$ cat config.mk
export PLATFORM = sky130hd
export DESIGN_NAME = alu_seq_unit
export DESIGN_NICKNAME = d
export VERILOG_FILES = /design/src/rtl/alu_seq_unit.sv
export SDC_FILE = /design/constraint.sdc
export NUM_CORES = 1
export LEC_CHECK = 0
export ABC_CLOCK_PERIOD_IN_PS = 5800
export BUFFER_PORTS_ARGS = -buffer_cell sky130_fd_sc_hd__buf_2
export CAP_MARGIN = 30
export CORE_MARGIN = 10
export CORE_UTILIZATION = 35
export DETAILED_ROUTE_END_ITERATION = 12
export GPL_ROUTABILITY_DRIVEN = 0
export PLACE_DENSITY = 0.58
export SLEW_MARGIN = 20
export SYNTH_ARGS = -nofsm -noshare
export SYNTH_HDL_FRONTEND = slang
export SYNTH_SLANG_ARGS = --single-unit
export TNS_END_PERCENT = 100
$ cat constraint.sdc
create_clock -name clk -period 5.8 [get_ports clk]
set_input_delay 0.87 -clock clk [delete_from_list [all_inputs] [get_ports clk]]
set_output_delay 0.87 -clock clk [all_outputs]
set_load 0.05 [all_outputs]
$ cat src/rtl/alu_seq_unit.sv
`default_nettype none
// +---------------------------------------------------------------------------+
// | Module   : alu_seq_unit                                                   |
// | Purpose  : Registered WIDTH-bit ALU with valid/ready handshakes on both   |
// |            sides, a registered result and a flags register. Optional      |
// |            multi-cycle shift-add multiplier (one multiplier bit/cycle).   |
// | Ports    : clk, reset (sync, active-high)                                 |
// |            in_valid/in_ready, a, b, ALUctl       - operation request      |
// |            out_valid/out_ready, ALUOut           - result handshake       |
// |            zero, carry, ovf, illegal             - result flags           |
// | Config   : define ALU_SEQ_MUL_EN to enable code 1000 (MUL) with its BUSY  |
// |            state; otherwise 1000 is reported as illegal.                  |
// | Revision : 1.0 - initial release                                          |
// +---------------------------------------------------------------------------+
module alu_seq_unit #(
   parameter int WIDTH = 32,
   parameter int CTLW  = 4
) (
   input  logic             clk,
   input  logic             reset,
   input  logic             in_valid,
   output logic             in_ready,
   input  logic [WIDTH-1:0] a,
   input  logic [WIDTH-1:0] b,
   input  logic [CTLW-1:0]  ALUctl,
   output logic             out_valid,
   input  logic             out_ready,
   output logic [WIDTH-1:0] ALUOut,
   output logic             zero,
   output logic             carry,
   output logic             ovf,
   output logic             illegal
);

   localparam logic [CTLW-1:0] c_OP_AND = CTLW'(4'b0000);
   localparam logic [CTLW-1:0] c_OP_OR  = CTLW'(4'b0001);
   localparam logic [CTLW-1:0] c_OP_ADD = CTLW'(4'b0010);
   localparam logic [CTLW-1:0] c_OP_XOR = CTLW'(4'b0011);
   localparam logic [CTLW-1:0] c_OP_SUB = CTLW'(4'b0110);
   localparam logic [CTLW-1:0] c_OP_SLT = CTLW'(4'b0111);
   localparam logic [CTLW-1:0] c_OP_MUL = CTLW'(4'b1000);
   localparam logic [CTLW-1:0] c_OP_NOR = CTLW'(4'b1100);

   localparam logic [1:0] c_ST_IDLE = 2'd0;
   localparam logic [1:0] c_ST_BUSY = 2'd1;
   localparam logic [1:0] c_ST_DONE = 2'd2;

   logic [1:0]       state_q, state_d;
   logic [1:0]       w_start_st;
   logic             w_accept;
   logic [WIDTH:0]   w_add, w_sub;
   logic             w_add_ovf, w_sub_ovf;
   logic [WIDTH-1:0] w_res;
   logic             w_c, w_v, w_ill, w_is_mul;
   logic [WIDTH-1:0] res_q;
   logic             zero_q, carry_q, ovf_q, ill_q;

   assign w_accept = in_valid && in_ready;

   // Both add and subtract carry out of an extra bit; subtract is a + ~b + 1,
   // so its carry is the inverse of borrow.
   assign w_add     = {1'b0, a} + {1'b0, b};
   assign w_sub     = {1'b0, a} + {1'b0, ~b} + (WIDTH+1)'(1);
   assign w_add_ovf = ~(a[WIDTH-1] ^ b[WIDTH-1]) & (w_add[WIDTH-1] ^ a[WIDTH-1]);
   assign w_sub_ovf =  (a[WIDTH-1] ^ b[WIDTH-1]) & (w_sub[WIDTH-1] ^ a[WIDTH-1]);

   // Single-cycle result and flags for the presented operation.
   always_comb begin
      w_res    = '0;
      w_c      = 1'b0;
      w_v      = 1'b0;
      w_ill    = 1'b0;
      w_is_mul = 1'b0;
      case (ALUctl)
         c_OP_AND: w_res = a & b;
         c_OP_OR:  w_res = a | b;
         c_OP_XOR: w_res = a ^ b;
         c_OP_NOR: w_res = ~(a | b);
         c_OP_ADD: begin
            w_res = w_add[WIDTH-1:0];
            w_c   = w_add[WIDTH];
            w_v   = w_add_ovf;
         end
         c_OP_SUB: begin
            w_res = w_sub[WIDTH-1:0];
            w_c   = w_sub[WIDTH];
            w_v   = w_sub_ovf;
         end
         c_OP_SLT: begin
            // Signed less-than is N xor V of the subtraction.
            w_res = {{(WIDTH-1){1'b0}}, w_sub[WIDTH-1] ^ w_sub_ovf};
            w_c   = w_sub[WIDTH];
         end
`ifdef ALU_SEQ_MUL_EN
         c_OP_MUL: w_is_mul = 1'b1;
`endif
         default:  w_ill = 1'b1;
      endcase
   end

`ifdef ALU_SEQ_MUL_EN
   localparam int c_CW = $clog2(WIDTH);

   logic [WIDTH-1:0] mcand_q, mplier_q, acc_q, acc_d;
   logic [c_CW-1:0]  cnt_q;

   // Shift-add step: multiplicand moves left, multiplier right, one bit/cycle.
   assign acc_d = acc_q + (mplier_q[0] ? mcand_q : '0);

   always_ff @(posedge clk) begin
      if (reset) begin
         mcand_q  <= '0;
         mplier_q <= '0;
         acc_q    <= '0;
         cnt_q    <= '0;
      end else if (w_accept && w_is_mul) begin
         mcand_q  <= a;
         mplier_q <= b;
         acc_q    <= '0;
         cnt_q    <= c_CW'(WIDTH-1);
      end else if (state_q == c_ST_BUSY) begin
         acc_q    <= acc_d;
         mcand_q  <= mcand_q << 1;
         mplier_q <= mplier_q >> 1;
         if (cnt_q != '0) begin
            cnt_q <= cnt_q - c_CW'(1);
         end
      end
   end

   assign w_start_st = w_is_mul ? c_ST_BUSY : c_ST_DONE;
`else
   assign w_start_st = c_ST_DONE;
`endif

   // State register
   always_ff @(posedge clk) begin
      if (reset) begin
         state_q <= c_ST_IDLE;
      end else begin
         state_q <= state_d;
      end
   end

   // Next-state logic
   always_comb begin
      state_d = state_q;
      case (state_q)
         c_ST_IDLE: if (w_accept) state_d = w_start_st;
`ifdef ALU_SEQ_MUL_EN
         c_ST_BUSY: if (cnt_q == '0) state_d = c_ST_DONE;
`endif
         c_ST_DONE: begin
            if (out_ready) begin
               state_d = w_accept ? w_start_st : c_ST_IDLE;
            end
         end
         default:   state_d = c_ST_IDLE;
      endcase
   end

   // Handshake outputs; a consumed result frees the slot in the same cycle.
   always_comb begin
      in_ready  = (state_q == c_ST_IDLE) || ((state_q == c_ST_DONE) && out_ready);
      out_valid = (state_q == c_ST_DONE);
   end

   // Result/flags register: loads only on accept (or multiplier completion),
   // so a stalled result is held untouched.
   always_ff @(posedge clk) begin
      if (reset) begin
         res_q   <= '0;
         zero_q  <= 1'b0;
         carry_q <= 1'b0;
         ovf_q   <= 1'b0;
         ill_q   <= 1'b0;
      end else if (w_accept) begin
         res_q   <= w_res;
         zero_q  <= (w_res == '0);
         carry_q <= w_c;
         ovf_q   <= w_v;
         ill_q   <= w_ill;
`ifdef ALU_SEQ_MUL_EN
      end else if ((state_q == c_ST_BUSY) && (cnt_q == '0)) begin
         res_q   <= acc_d;
         zero_q  <= (acc_d == '0);
         carry_q <= 1'b0;
         ovf_q   <= 1'b0;
         ill_q   <= 1'b0;
`endif
      end
   end

   assign ALUOut  = res_q;
   assign zero    = zero_q;
   assign carry   = carry_q;
   assign ovf     = ovf_q;
   assign illegal = ill_q;

endmodule
`default_nettype wire

==> flow_summary.toml <==
[run_status]
outcome = "complete, no violations"

[drt]
met2_wirelength_um = 12870
routedLengthMet1_um = 12920
route.met3.wl_um = 2872
drt-initial-drc-count = 974
wire_per_inst_um = 20.16
drt-vias-per-instance = 6.012
maxUsedRoutingLayer = "met4"
drt_wl_total_um = 29370
drc_errors = 0
antenna_left = 0
drt_first_pass_iters = 6
routed-via-count = 8760

[grt]
grt_start_max_net_pins = 48
first_global_vias = 8072
globalRouteOverflowTotal = 0
antenna_violations_before_repair = 0
grt.total_usage = 0.1951
grt_first_pass_wirelength_um = 45060

[floorplanning]
start_util = 0.3556
die_width_um = 165.9
die_area_um2 = 27520
floorplan.core_area_um2 = 20960
placement_rows = 53
pin_count = 110
dieHeight_um = 165.9

[sta]
max_slew_margin = 0.3216
clock_skew_ns = 0.005604
final-setup-viol-count = 0
tns_ns = 0
final-max-slew-violation-count = 0
finalHoldViolCount = 0
finalWorstPathRequiredPeriod_ns = 5.416
rsz0062_at_grt = "no"
worstMarginPinSlew_ns = 1.014
fin_crit_sh = 0.9338
highest_clock_rate_mhz = 184.6

[synth]
synth.avg_cell_area_um2 = 6.855
postSynth.topFlopCell = "dfxtp_1"
synth_most_common_cell = "nor2_1"
synth_nets = 1269
synth_top_cells_by_area = "ha_1 (18%), dfxtp_1 (9.9%), nor2_1 (6.9%)"
ys_seq_area_frac = 0.09941
area_fraction_of_the_dominant_cell_type_after_synthesis = 0.1797
syn-cell-area_um2 = 7451
yosysUniqueCellTypes = 90
yosys_register_bits = 37
synthesis.instances = 1087
synth_warnings = 0
postSynth.asyncResetShare = 0
synth_edf_count = 0
synth_largest_area_cell = "ha_1"
synth.top_cells.by_count = "nor2_1 (137), ha_1 (107), inv_1 (94)"

[setup_path]
crit_path_end_kind = "flop"
regToRegSetupSlack_ns = 2.90
critPathMaxFanout = 3
critPathRequiredTime_ns = 6.04
worst-r2r-cell-count = 12
worstPathArrival_ns = 5.65
setup.worst_path.start_class = "input pin"
worst-setup-path-type = "input pin to flop"

[cells_and_area]
drive_gt1_frac = 0.1675
instances_no_fill = 1457
fill_cells = 2288
nets = 1363
area_growth_pct = 15.18
antennaDiodeCount = 0

[place]
numPlacedInstances = 1449
detailedPlacementHpwl_um = 23150
portBuffers = 109

[worst_hold_path]
min-delay-path-class = "flop to flop"
worst_hold_path.num_cells = 2

[power_and_ir_drop]
power.sequential.fraction = 0.212
power_switching_share = 0.4772
power_report.internal_total_w = 0.0007067
p_leak_nw = 3.906
power.density_nw_per_um2 = 157.5
combPwrFrac = 0.588
clkPwrFrac = 0.200
vdd_ir_drop_max_v = 0.0001003
p_switching_w = 0.0006452

[clock_tree]
htree_levels = 2
clkSinkCount = 37
cts_tree = "yes"
cts_buffers = 5
post_cts_hold_buffer_count = 0
cts_max_path_buffers = 2
root_buffer = "clkbuf_16"
clkLatencyLatePin_ns = 0.28
clkSlewWorstSetupHoldPaths_ns = 0.06

[job]
drv.max_cap_violation_count = 0
## metal layers
metal | GRT usage | up-vias
met4 | 0.05162 | 0
li1 | - | 4151
met2 | 0.3099 | 479
met1 | 0.2646 | 4073
met5 | 0 | -
met3 | 0.03431 | 57
## worst max-delay path, stage by stage
cell       delay [ns]
buf_2            0.09
inv_1            0.06
ha_1             0.30
or2_1            0.26
a2111oi_4        0.39
o21a_2           0.25
a2111oi_4        0.10
o21ai_1          0.16
o311ai_1         0.17
o31a_1           0.29
nor2_1           0.10
nor2_1           0.05
o21bai_1         0.17
fa_1             0.20
mux2i_1          0.07
a211oi_1         0.25
a2bb2oi_1        0.20
nor4b_1          0.24
nand4_1          0.14
nor4b_2          0.26
nand4_1          0.11
or4_1            0.50
nor4_2           0.25
a31o_1           0.17
## final timing paths
path                endpoint       start
hold reg to reg   ALUOut[26]  ALUOut[26]
hold / removal    ALUOut[26]  ALUOut[26]
setup reg to reg        zero  state_q[1]
setup / recovery        zero        a[1]
## state kept, by name, indices dropped and copies added, names as in the netlist
name     cells
ALUOut      32
carry        1
illegal      1
ovf          1
state_q      1
zero         1
## layout by cell type (no fill, tap or decap), types with 7 or more instances in the layout
master / n
nand2b_1: 16
nor4_1: 8
o21ai_0: 51
a22oi_1: 15
o22a_1: 7
a211oi_1: 26
a221o_1: 11
and2_1: 11
o21ai_1: 10
a221oi_1: 11
buf_2: 109
inv_1: 94
nand3_1: 22
dfxtp_1: 37
o31ai_1: 12
a211o_1: 7
nand2_1: 72
a31oi_1: 13
ha_1: 107
nor3_1: 45
o211ai_1: 15
buf_4: 49
a21oi_1: 89
o31a_1: 7
nand4_1: 9
nor3b_1: 8
o21a_1: 12
or3_1: 8
nor2_1: 136
nor2b_1: 14
## cell families (layout without fill, tap and decap cells)
kind of cell / count (synthesis) / in the layout / synth area share
compound gates: 366 / 366 / 0.3479
xor+xnor: 8 / 8 / 0.009404
fa+ha+maj: 110 / 110 / 0.1877
buf+inv: 169 / 264 / 0.08816
flops: 37 / 37 / 0.09941
mux: 8 / 8 / 0.01125
simple gates: 389 / 389 / 0.2561
## cell type report
cell class,count,area [um2],area share
Multi-Input combinational cell,881,6068,0.7071
Timing Repair Buffer,158,913.4,0.1064
Sequential cell,37,740.7,0.08631
Inverter,98,367.9,0.04286
Tap cell,275,344.1,0.04009
Clock buffer,5,125.1,0.01458
Clock inverter,3,22.52,0.002624
## what timing repair did
action                                  in CTS  in global routing
gates resized for setup                      0                  2
setup buffers                                0                  0
endpoints found under the setup margin       0                  1
## through the flow
step	instance area [um2]	total power [W]	utilization	hold WS, ns	setup slack (ns)
3_5_place_dp	8422	0.001066	0.4019	0.4506	0.01180
6_report	8582	0.001352	0.4095	0.4551	0.3839
4_1_cts	8569	0.001338	0.4089	0.4581	0.3006
2_1_floorplan	7451	0.0008173	-	0.6711	0.5483
3_3_place_gp	8422	0.001061	0.4019	0.4468	0.2289
5_1_grt	8582	0.001433	0.4095	0.4683	0.05548
## power groups by stage
stage	Combinational, W	Clock (W)	Sequential (W)
2_1_floorplan	0.000460	0	0.000357
3_3_place_gp	0.000770	0	0.000291
3_5_place_dp	0.000774	0	0.000292
4_1_cts	0.000778	0.000274	0.000286
5_1_grt	0.000858	0.000287	0.000288
6_report	0.000795	0.000270	0.000287
Note: power is estimated with default switching activity, not from simulation.
